### src/rtl/mem_loader_if.sv
// Byte-stream handshake plus RAM write port of the boot loader.
// The slave modport is the loader side; master is the stream source / RAM side.
interface mem_loader_if;
  logic [7:0]  in_data;
  logic        in_valid;
  logic        in_ready;
  logic [31:0] mem_addr;
  logic        mem_we;
  logic [31:0] mem_wd;

  modport master (
    output in_data, in_valid,
    input  in_ready, mem_addr, mem_we, mem_wd
  );

  modport slave (
    input  in_data, in_valid,
    output in_ready, mem_addr, mem_we, mem_wd
  );
endinterface

### src/rtl/mem_loader.sv
// Boot loader: packs a LEN-prefixed byte stream into little-endian words and releases the core once written.
// Optional trailing XOR checksum byte is enabled by defining MEM_LOADER_CHECKSUM_EN.
module mem_loader #(
  parameter logic [31:0] BASE_ADDR = 32'h8000_0000,
  parameter int unsigned MEM_SIZE  = 4096
) (
  input  logic         clk,
  input  logic         rst,
  mem_loader_if.slave  bus,
  output logic         core_rst_n,
  output logic         busy,
  output logic         done,
  output logic         err
);

  typedef enum logic [2:0] {
    INIT,
    HDR,
    DATA,
`ifdef MEM_LOADER_CHECKSUM_EN
    CSUM,
`endif
    DONE,
    ERR
  } state_t;

  state_t      state;
  logic [1:0]  hdr_cnt;
  logic [31:0] len;
  logic [31:0] cnt;
  logic [31:0] word;
`ifdef MEM_LOADER_CHECKSUM_EN
  logic [7:0]  csum;
`endif

  logic        xfer;
  logic [31:0] len_next;
  logic [31:0] cnt_next;
  logic [31:0] word_next;
  logic        last;

  assign xfer      = bus.in_valid && bus.in_ready;
  assign len_next  = {bus.in_data, len[31:8]};
  assign cnt_next  = cnt + 32'd1;
  // Lane is the low two bits of the byte count; words always start lane-aligned.
  assign word_next = word | ({24'd0, bus.in_data} << {cnt[1:0], 3'b000});
  assign last      = (cnt_next == len);

  always_ff @(posedge clk or posedge rst) begin
    if (rst) begin
      state        <= INIT;
      bus.in_ready <= 1'b0;
      bus.mem_we   <= 1'b0;
      bus.mem_addr <= BASE_ADDR;
      bus.mem_wd   <= '0;
      core_rst_n   <= 1'b0;
      busy         <= 1'b0;
      done         <= 1'b0;
      err          <= 1'b0;
      hdr_cnt      <= '0;
      len          <= '0;
      cnt          <= '0;
      word         <= '0;
`ifdef MEM_LOADER_CHECKSUM_EN
      csum         <= '0;
`endif
    end else begin
      bus.mem_we <= 1'b0;
      case (state)
        INIT: begin
          state        <= HDR;
          bus.in_ready <= 1'b1;
          busy         <= 1'b1;
        end
        HDR: if (xfer) begin
          len     <= len_next;
          hdr_cnt <= hdr_cnt + 2'd1;
          if (hdr_cnt == 2'd3) begin
            if (len_next == '0) begin
`ifdef MEM_LOADER_CHECKSUM_EN
              state        <= CSUM;
`else
              state        <= DONE;
              bus.in_ready <= 1'b0;
`endif
            end else if (len_next > 32'(MEM_SIZE)) begin
              state        <= ERR;
              bus.in_ready <= 1'b0;
              busy         <= 1'b0;
              err          <= 1'b1;
            end else begin
              state <= DATA;
            end
          end
        end
        DATA: if (xfer) begin
          cnt <= cnt_next;
`ifdef MEM_LOADER_CHECKSUM_EN
          csum <= csum ^ bus.in_data;
`endif
          // A full word or the tail of the image flushes while the next byte keeps flowing.
          if (cnt[1:0] == 2'd3 || last) begin
            bus.mem_we   <= 1'b1;
            bus.mem_wd   <= word_next;
            bus.mem_addr <= BASE_ADDR + {cnt[31:2], 2'b00};
            word         <= '0;
          end else begin
            word <= word_next;
          end
          if (last) begin
`ifdef MEM_LOADER_CHECKSUM_EN
            state        <= CSUM;
`else
            state        <= DONE;
            bus.in_ready <= 1'b0;
`endif
          end
        end
`ifdef MEM_LOADER_CHECKSUM_EN
        CSUM: if (xfer) begin
          bus.in_ready <= 1'b0;
          if (bus.in_data == csum) begin
            state <= DONE;
          end else begin
            state <= ERR;
            busy  <= 1'b0;
            err   <= 1'b1;
          end
        end
`endif
        // Core release lands one cycle after entry, so it never coincides with the last write.
        DONE: begin
          busy       <= 1'b0;
          done       <= 1'b1;
          core_rst_n <= 1'b1;
        end
        ERR: begin
          busy <= 1'b0;
          err  <= 1'b1;
        end
        default: state <= ERR;
      endcase
    end
  end

endmodule

### src/flat_wrapper.sv
// flat-port wrapper written by rule: the top's interface ports become plain ports
module mem_loader_flat 
#(
  parameter logic [31:0] BASE_ADDR = 32'h8000_0000,
  parameter int unsigned MEM_SIZE  = 4096
)
  (clk, rst, core_rst_n, busy, done, err, bus_in_data, bus_in_valid, bus_in_ready, bus_mem_addr, bus_mem_we, bus_mem_wd);
  mem_loader_if bus_i ();
  input  logic clk;
  input  logic rst;
  output logic core_rst_n;
  output logic busy;
  output logic done;
  output logic err;
  input wire logic [$bits(bus_i.in_data)-1:0] bus_in_data;
  input wire logic [$bits(bus_i.in_valid)-1:0] bus_in_valid;
  output wire logic [$bits(bus_i.in_ready)-1:0] bus_in_ready;
  output wire logic [$bits(bus_i.mem_addr)-1:0] bus_mem_addr;
  output wire logic [$bits(bus_i.mem_we)-1:0] bus_mem_we;
  output wire logic [$bits(bus_i.mem_wd)-1:0] bus_mem_wd;
  assign bus_i.in_data = bus_in_data;
  assign bus_i.in_valid = bus_in_valid;
  assign bus_in_ready = bus_i.in_ready;
  assign bus_mem_addr = bus_i.mem_addr;
  assign bus_mem_we = bus_i.mem_we;
  assign bus_mem_wd = bus_i.mem_wd;
  mem_loader #(.BASE_ADDR(BASE_ADDR), .MEM_SIZE(MEM_SIZE)) u_core (.clk(clk), .rst(rst), .bus(bus_i), .core_rst_n(core_rst_n), .busy(busy), .done(done), .err(err));
endmodule
### config.mk
export PLATFORM = sky130hd
export DESIGN_NAME = mem_loader_flat
export DESIGN_NICKNAME = d
export VERILOG_FILES = /design/src/rtl/mem_loader_if.sv /design/src/rtl/mem_loader.sv /design/src/flat_wrapper.sv
export SDC_FILE = /design/constraint.sdc
export NUM_CORES = 1
export LEC_CHECK = 0
export ABC_AREA = 1
export CORE_UTILIZATION = 55
export CTS_CLUSTER_DIAMETER = 150
export DETAILED_ROUTE_END_ITERATION = 6
export GPL_ROUTABILITY_DRIVEN = 0
export PLACE_DENSITY_LB_ADDON = 0.15
export SYNTH_ARGS = -nofsm -noshare
export SYNTH_HDL_FRONTEND = slang
export SYNTH_SLANG_ARGS = --single-unit
### constraint.sdc
create_clock -name clk -period 7.6 [get_ports clk]
set_input_delay 1.52 -clock clk [delete_from_list [all_inputs] [get_ports clk]]
set_output_delay 1.52 -clock clk [all_outputs]
set_load 0.005 [all_outputs]
==> flow_summary.json, run 1 <==
{
  "cts_made_buffers": 17,
  "syn_avg_cell_area_um2": 7.43,
  "areaGrowthSynthToFinish_pct": 16.3,
  "worstMarginPinSlew_ps": 1100,
  "diodes": 0,
  "rows": 45,
  "path_clk_slew_ps": 70,
  "ys.warnings.count": 0,
  "grt_first_pass_wirelength_mm": 36.1,
  "clock_skew_ps": 9.28,
  "layout.cells.non_filler": 1409,
  "wl_mm": 21.8,
  "h-tree-depth": 4,
  "syn_area_um2": 8510,
  "tns_ps": 0,
  "dp_hpwl_mm": 15.1,
  "antenna_found_initial": 0,
  "drive_gt1_frac": 0.0557,
  "cts_resized": 0,
  "drtAntennaViolNets": 0,
  "fin_nets": 1221,
  "overflow": 0,
  "drt_iter0_markers": 709,
  "period_share": 0.620,
  "vias": 7733,
  "synth_top_family_by_area": "simple AND/OR/NAND/NOR gates",
  "synthMuxAreaShare": 0.00132,
  "synth_adder_area_share": 0.00294,
  "ctsRootBufferMaster": "clkbuf_16",
  "synth_cell_types": 35,
  "setup-violations-final": 0,
  "viasPerCell": 5.49,
  "die_w_um": 126,
  "period_minus_slack_ps": 4710,
  "rsz0062_at_grt": "false",
  "async_reset_ff_frac": 1.00,
  "top_layer_used": "met4",
  "peakVddDrop_v": 0.000162,
  "drt-met1-wl_mm": 10.1,
  "p_leak_uw": 0.00473,
  "worst_setup_path_start_kind": "register",
  "cts_setup_buffers": 0,
  "synth-xor-area-share": 0.00206,
  "first_pass_iters": 7,
  "synth_area_leaders": "dfrtp_1 (49%), nand2_1 (17%), o21ai_0 (5.6%), nor2_1 (5.2%), nand3_1 (4.6%)",
  "status": "finished, final reports clean",
  "synth_sequential_area_ratio": 0.494,
  "grt_max_degree": 111,
  "die_h_um": 126,
  "synth_compound_area_frac": 0.104,
  "dieArea_um2": 16000,
  "clockBufferDepth": 2,
  "met3WireLength_mm": 1.38,
  "cp.required_ps": 7970,
  "start_util": 0.562,
  "hold_class": "reg2reg",
  "num_io_pins": 81,
  "synthFlopType": "dfrtp_1",
  "port_buffers": 78,
  "yosys.area.top_type": "dfrtp_1",
  "crit_type": "reg2reg",
  "drv_slew": 0,
  "fmax_mhz": 212,
  "core-area_um2": 15100,
  "max_cap_viol_count": 0,
  "cts_tree": "done",
  "mostFrequentLayoutCells": "nand2_1 (393), dfrtp_1 (167), nor2_1 (116)",
  "cp_max_fo": 100,
  "drcViolationCount": 0,
  "slew_headroom": 0.269,
  "postCtsHoldBufs": 0,
  "synthCells": 1146,
  "clock_latency_ps": 440,
  "crit_path_end_kind": "register",
  "first_global_vias": 7181,
  "synth_simple_gate_area_frac": 0.323,
  "crit_arrival_ps": 5080,
  "clock-sinks": 168,
  "synth_top_area_frac": 0.491,
  "grt_use_total": 0.292,
  "dp_cells": 1377,
  "synth_seq_cells": 168,
  "route.met2.wl_mm": 9.61,
  "final_common_cell": "nand2_1",
  "synth_edf_count": 0,
  "wire_per_inst_um": 15.5,
  "hold_viol": 0,
  "power.density_nw_per_um2": 177
}
==> sequential cells by signal (all words and copies together), names as in the netlist <==
name,flops
u_core.bus.mem_wd,32
u_core.bus.mem_addr,30
u_core.done,1
u_core.bus.in_ready,1
u_core.busy,1
u_core.err,1
u_core.bus.mem_we,1
u_core.hdr_cnt,2
u_core.len,32
u_core.state,3
u_core.word,32
u_core.cnt,32
==> cell families (layout without fill, tap and decap cells) <==
kind of cell             after synthesis  count (layout)
other                                  1               2
AND/OR/NAND/NOR                      654             654
flip-flops                           168             168
buffers and inverters                144             218
adder cells (fa/ha/maj)                2               2
AO/OA/AOI/OAI                        174             174
XOR/XNOR                               2               2
multiplexers                           1               1
==> final cells by class <==
class                           count  area (um2)
Sequential cell                   168        4210
Clock buffer                       18         439
Multi-Input combinational cell    835        3710
Timing Repair Buffer               81         803
Clock inverter                     14         116
Fill cell                        1342        5240
Inverter                          105         399
Tap cell                          188         235
==> critical path, cell delays in order (launching register included) <==
cell	delay (ps)
dfrtp_1	800
nand2_2	300
nor2_4	320
nand2_2	120
nor2_4	260
nand2_1	100
nand2_1	100
nand2_1	90
nand2_1	80
nand2_1	60
nor2_1	80
nand2_1	60
nor2_1	110
nand3_1	120
nand2_1	120
nand2_4	520
inv_2	980
o21ai_0	230
nand2_1	120
==> power breakdown <==
group | switching (uW) | internal, uW | leakage, uW
registers | 0 | 894 | 0.00226
logic | 26.0 | 6.31 | 0.00221
clock network | 392 | 435 | 0.000268
total | 418 | 1340 | 0.00473
==> per-stage QoR <==
step / util / power, uW / hold WS, ps / cell area [um2] / worst slack [ps]
after global placement: 0.617 / 944 / 450 / 9350 / 2660
after detailed placement: 0.617 / 944 / 461 / 9350 / 2630
after global routing: 0.654 / 1800 / 489 / 9900 / 2380
final: 0.654 / 1750 / 471 / 9900 / 2890
after floorplan: - / 929 / 436 / 8520 / 1530
after CTS: 0.654 / 1760 / 477 / 9900 / 2950
==> synth_stat cells (2+ instances only) <==
cell type and instances:
a21oi_1 36, a31oi_1 9, buf_2 10, buf_4 5
buf_6 4, clkbuf_1 18, dfrtp_1 167, ha_1 2
inv_1 100, inv_2 4, nand2_1 393, nand2_2 5
nand2_4 2, nand3_1 79, nand3b_1 3, nand4_1 15
nor2_1 117, nor2_2 10, nor2_4 6, nor3_1 19
nor4_1 3, o21ai_0 96, o21ai_1 31
==> per-layer routing <==
layer,vias to the layer above,GRT usage
met2,282,0.439
met1,3592,0.417
li1,3802,-
met4,0,0.129
met5,-,0
met3,57,0.0536
==> worst paths after layout <==
| kind | startpoint | endpoint | slack [ps] | cells past startpoint |
|---|---|---|---|---|
| setup reg to reg | u_core.cnt[0] | u_core.bus.mem_wd[28] | 2890 | 18 |
| hold / removal | u_core.err | u_core.err | 470 | 1 |
| hold reg to reg | u_core.err | u_core.err | 470 | 1 |
| setup / recovery | u_core.cnt[0] | u_core.bus.mem_wd[28] | 2890 | 18 |
| min in group asynchronous | rst | u_core.cnt[4] | 1710 | 2 |
| max in group asynchronous | rst | u_core.state[2] | 4590 | 3 |
Note: power is estimated with default switching activity, not from simulation.
==> run 2: changes to the inputs <==
--- a/config.mk
+++ b/config.mk
@@ -6,7 +6,7 @@
 export NUM_CORES = 1
 export LEC_CHECK = 0
 export ABC_AREA = 1
-export CORE_UTILIZATION = 55
+export CORE_UTILIZATION = 52
 export CTS_CLUSTER_DIAMETER = 150
 export DETAILED_ROUTE_END_ITERATION = 6
 export GPL_ROUTABILITY_DRIVEN = 0
==> constraint.sdc (replaced) <==
create_clock -name clk -period 4 [get_ports clk]
set_input_delay 0.8 -clock clk [delete_from_list [all_inputs] [get_ports clk]]
set_output_delay 0.8 -clock clk [all_outputs]
set_load 0.005 [all_outputs]
==> flow_summary.json, run 2 (synthesis gave the netlist of run 1 again) <==
{
  "rows": 46,
  "cts_tree": "done",
  "die_h_um": 130,
  "diodes": 0,
  "wire_per_inst_um": 15.4,
  "crit_path_end_kind": "register",
  "rsz0062_at_grt": "false",
  "overflow": 0,
  "fill_cells": 1422,
  "place_ws_ps": 563,
  "cp.required_ps": 4290,
  "clock-sinks": 168,
  "critical_path.top_delay_family": "simple AND/OR/NAND/NOR gates",
  "dp_hpwl_mm": 16.1,
  "clock_latency_ps": 440,
  "first_pass_iters": 6,
  "start_util": 0.534,
  "fmax_mhz": 288,
  "cts_made_buffers": 17,
  "drt_iter0_markers": 731,
  "cp_num_buf_inv": 1,
  "mostFrequentLayoutCells": "nand2_1 (393), dfrtp_1 (167), nor2_1 (116)",
  "core-area_um2": 15900,
  "period_minus_slack_ps": 3470,
  "max_cap_viol_count": 0,
  "status": "finished, final reports clean",
  "clockBufferDepth": 2,
  "worst_setup_path_start_kind": "register",
  "final_common_cell": "nand2_1",
  "p_leak_uw": 0.00483,
  "setup-violations-final": 0,
  "power.density_nw_per_um2": 360,
  "fin_ws_ps": 527,
  "h-tree-depth": 4,
  "antenna_found_initial": 0,
  "die_w_um": 130,
  "drive_gt1_frac": 0.0611,
  "drtAntennaViolNets": 0,
  "cts_setup_buffers": 0,
  "worstMarginPinSlew_ps": 1070,
  "port_buffers": 78,
  "postCtsHoldBufs": 0,
  "num_io_pins": 81,
  "period_share": 0.868,
  "fin_nets": 1229,
  "path_clk_slew_ps": 70,
  "ctsRootBufferMaster": "clkbuf_16",
  "grt_max_degree": 65,
  "slew_headroom": 0.284,
  "clock_skew_ps": 12.6,
  "hold_viol": 0,
  "areaGrowthSynthToFinish_pct": 19.2,
  "hold_class": "reg2reg",
  "post-route-util": 0.637,
  "cpPeakStageDelay_ps": 590,
  "tns_ps": 0,
  "viasPerCell": 5.36,
  "drcViolationCount": 0,
  "cp_max_fo": 48,
  "critical-path-slowest-cell": "dfrtp_1",
  "grt_use_total": 0.283,
  "first_global_vias": 7222,
  "grt_first_pass_wirelength_mm": 36.1,
  "cts_resized": 0,
  "crit_type": "reg2reg",
  "path_cells": "nand2_2, nor2_4, nand3_1, nand2_1, nand2_1, nand2_1, nand2_1, nor2_1, nand2_1, nor3_1, nand3_1, nand2_1, nand2_4, buf_4, nand2_1, o21ai_0",
  "peakVddDrop_v": 0.000324,
  "dieArea_um2": 16900,
  "crit_path_frequent_cell": "nand2_1",
  "vias": 7745,
  "wl_mm": 22.3,
  "drv_slew": 0,
  "crit_arrival_ps": 3760
}
## run 2: cell types whose count changed in the layout (fill, tap and decap cells not counted)
cell,delta
clkinv_4,-2
inv_8,-1
inv_6,-3
buf_4,+5
clkinv_2,-1
clkinvlp_4,+1
bufinv_16,+6
clkbuf_8,-1
buf_12,+3
## run 2: final timing paths
| kind | slack, ps | endpoint | cells past startpoint | from |
|---|---|---|---|---|
| max reg2reg | 530 | u_core.bus.mem_addr[15] | 16 | u_core.cnt[1] |
| min reg2reg | 480 | u_core.hdr_cnt[0] | 1 | u_core.hdr_cnt[0] |
| min | 480 | u_core.hdr_cnt[0] | 1 | u_core.hdr_cnt[0] |
| min in group asynchronous | 870 | u_core.bus.mem_addr[18] | 2 | rst |
| max | 530 | u_core.bus.mem_addr[15] | 16 | u_core.cnt[1] |
| max in group asynchronous | 2300 | u_core.bus.mem_addr[22] | 3 | rst |
## run 2: layer usage
layer  share of wire  GRT usage
met1            0.46      0.385
met3           0.059     0.0480
met4           0.036      0.131
met5               0          0
met2            0.45      0.443
## run 2: stage by stage
| step | total power, uW | instances | hold WS, ps | area [um2] |
|---|---|---|---|---|
| finish | 3650 | 1444 | 479 | 10200 |
| global route | 3750 | 1444 | 501 | 10200 |
| CTS | 3670 | 1444 | 484 | 10200 |
| detailed placement | 1800 | 1413 | 466 | 9480 |
| global placement | 1800 | 1413 | 452 | 9480 |
| floorplan | 1770 | 1147 | 436 | 8520 |
## run 2: area by class of cell
class,instances,area (um2),area share
inverters,105,398,0.0392
clock buffers,17,425,0.0419
clock inverters,14,245,0.0242
repair buffers,89,901,0.0887
multi-input cells,835,3710,0.365
flip-flops and latches,168,4210,0.414
well taps,216,270,0.0266
## run 2: power breakdown
group,internal [uW],switching [uW],total (uW)
logic,16.0,50.4,66.4
clock network,1170,713,1890
registers,1700,0,1700
## run 2: worst reg2reg max path, cell delays in order (launching register included)
cell and delay [ps]:
dfrtp_1 590, nand2_2 240, nor2_4 290, nand3_1 270, nand2_1 180, nand2_1 100
nand2_1 60, nand2_1 70, nor2_1 110, nand2_1 70, nor3_1 290, nand3_1 180
nand2_1 130, nand2_4 180, buf_4 370, nand2_1 130, o21ai_0 90
==> run 3: changes to the inputs <==
--- a/config.mk
+++ b/config.mk
@@ -6,7 +6,8 @@
 export NUM_CORES = 1
 export LEC_CHECK = 0
 export ABC_AREA = 1
-export CORE_UTILIZATION = 52
+export CORE_UTILIZATION = 54
+export CTS_BUF_LIST = sky130_fd_sc_hd__clkbuf_8
 export CTS_CLUSTER_DIAMETER = 150
 export DETAILED_ROUTE_END_ITERATION = 6
 export GPL_ROUTABILITY_DRIVEN = 0
==> flow_summary.json, run 3 (synthesis gave the netlist of run 1 again) <==
{
  "status": "finished, final reports clean",
  "grt_max_degree": 119,
  "critical_path.top_delay_family": "simple AND/OR/NAND/NOR gates",
  "first_global_vias": 7111,
  "final_common_cell": "nand2_1",
  "crit_arrival_ps": 3830,
  "mostFrequentLayoutCells": "nand2_1 (393), dfrtp_1 (167), nor2_1 (116)",
  "worst_setup_path_start_kind": "register",
  "cts_tree": "done",
  "clock_skew_ps": 12.2,
  "cts_resized": 0,
  "period_minus_slack_ps": 3420,
  "cts_made_buffers": 17,
  "path_cells": "ha_1, nand2_2, nor2_8, nand2_1, nor2_2, nand2_1, nand3_1, nand2_1, nor2_1, nand2_1, nor3_1, nand3_1, nand2_1, nand2_4, inv_2, buf_12, o21ai_0, nand2_1",
  "cts_setup_buffers": 0,
  "power.density_nw_per_um2": 299,
  "p_int_uw": 2250,
  "wl_mm": 21.9,
  "crit_path_frequent_cell": "nand2_1",
  "vias": 7720,
  "grt_first_pass_wirelength_mm": 36.1,
  "drcViolationCount": 0,
  "max_cap_viol_count": 0,
  "fill_cells": 1412,
  "dp_hpwl_mm": 15.6,
  "slew_headroom": 0.282,
  "power_frac_clock": 0.401,
  "first_pass_iters": 5,
  "diodes": 0,
  "clock_latency_ps": 480,
  "hold_viol": 0,
  "wire_per_inst_um": 15.2,
  "ctsRootBufferMaster": "clkbuf_8",
  "overflow": 0,
  "worstMarginPinSlew_ps": 1070,
  "cp_max_fo": 42,
  "viasPerCell": 5.38,
  "start_util": 0.556,
  "switching_power_uw": 691,
  "die_w_um": 128,
  "setup-violations-final": 0,
  "die_h_um": 128,
  "holdWs_ps": 473,
  "critical-path-slowest-cell": "dfrtp_1",
  "crit_path_end_kind": "register",
  "rows": 45,
  "postCtsHoldBufs": 0,
  "peakVddDrop_v": 0.000202,
  "hold_class": "reg2reg",
  "drtAntennaViolNets": 0,
  "combPwrFrac": 0.022,
  "drt_iter0_markers": 790,
  "h-tree-depth": 4,
  "tns_ps": 0,
  "period_share": 0.854,
  "rsz0062_at_grt": "false",
  "seqPwrFrac": 0.577,
  "port_buffers": 78,
  "drv_slew": 0,
  "clock-sinks": 168,
  "fin_nets": 1225,
  "dieArea_um2": 16300,
  "cp.required_ps": 4420,
  "drive_gt1_frac": 0.0571,
  "cpPeakStageDelay_ps": 570,
  "fmax_mhz": 293,
  "clockBufferDepth": 2,
  "crit_type": "reg2reg",
  "core-area_um2": 15300,
  "grt_use_total": 0.288,
  "switching_share": 0.235,
  "antenna_found_initial": 0,
  "cp_num_buf_inv": 2,
  "num_io_pins": 81,
  "p_leak_uw": 0.00470,
  "path_clk_slew_ps": 90,
  "areaGrowthSynthToFinish_pct": 15.4
}
[run 3: cell types whose count changed in the layout (fill, tap and decap cells not counted), sizes merged]
cell      previous run  this run
buf                 11         7
bufinv               6         1
clkbuf              17        20
clkinv               3         9
clkinvlp             4         2
inv                106       105
[run 3: final timing paths]
check	slack (ps)	cells after the start	end	from
max reg2reg	580	18	u_core.bus.mem_wd[25]	u_core.cnt[1]
max	580	18	u_core.bus.mem_wd[25]	u_core.cnt[1]
min reg2reg	470	1	u_core.err	u_core.err
max in group asynchronous	2660	3	u_core.len[19]	rst
min in group asynchronous	830	3	u_core.bus.mem_addr[3]	rst
min	470	1	u_core.err	u_core.err
[run 3: cell type report]
class                   instances  area [um2]  area share
repair buffers                 85         871      0.0887
multi-input cells             835        3710       0.377
flip-flops and latches        168        4210       0.428
well taps                     211         264      0.0269
clock inverters                12         104      0.0106
clock buffers                  20         275      0.0280
inverters                     105         398      0.0405
[run 3: layer usage]
| metal | GRT usage | up-vias | wire length [um] |
|---|---|---|---|
| met1 | 0.408 | 3570 | 10000 |
| li1 | - | 3813 | - |
| met2 | 0.442 | 282 | 9680 |
| met5 | 0 | - | 0 |
| met4 | 0.127 | 0 | 735 |
| met3 | 0.0402 | 55 | 1440 |
[run 3: metrics by stage]
stage / utilization / worst slack (ps) / power, uW / std cells / area [um2]
after floorplan: - / 1060 / 1770 / 1147 / 8520
after global placement: 0.617 / 723 / 1800 / 1404 / 9440
after detailed placement: 0.617 / 636 / 1800 / 1404 / 9440
after CTS: 0.641 / 623 / 2950 / 1436 / 9820
after global routing: 0.641 / 281 / 3030 / 1436 / 9820
final: 0.641 / 584 / 2940 / 1436 / 9820
[run 3: power by group through the flow]
| stage | Clock [uW] | Combinational, uW | Sequential [uW] |
|---|---|---|---|
| after floorplan | 0 | 34.5 | 1730 |
| after global placement | 0 | 66.3 | 1730 |
| after detailed placement | 0 | 66.1 | 1730 |
| after CTS | 1190 | 66.1 | 1700 |
| after global routing | 1260 | 72.4 | 1700 |
| final | 1180 | 63.4 | 1700 |
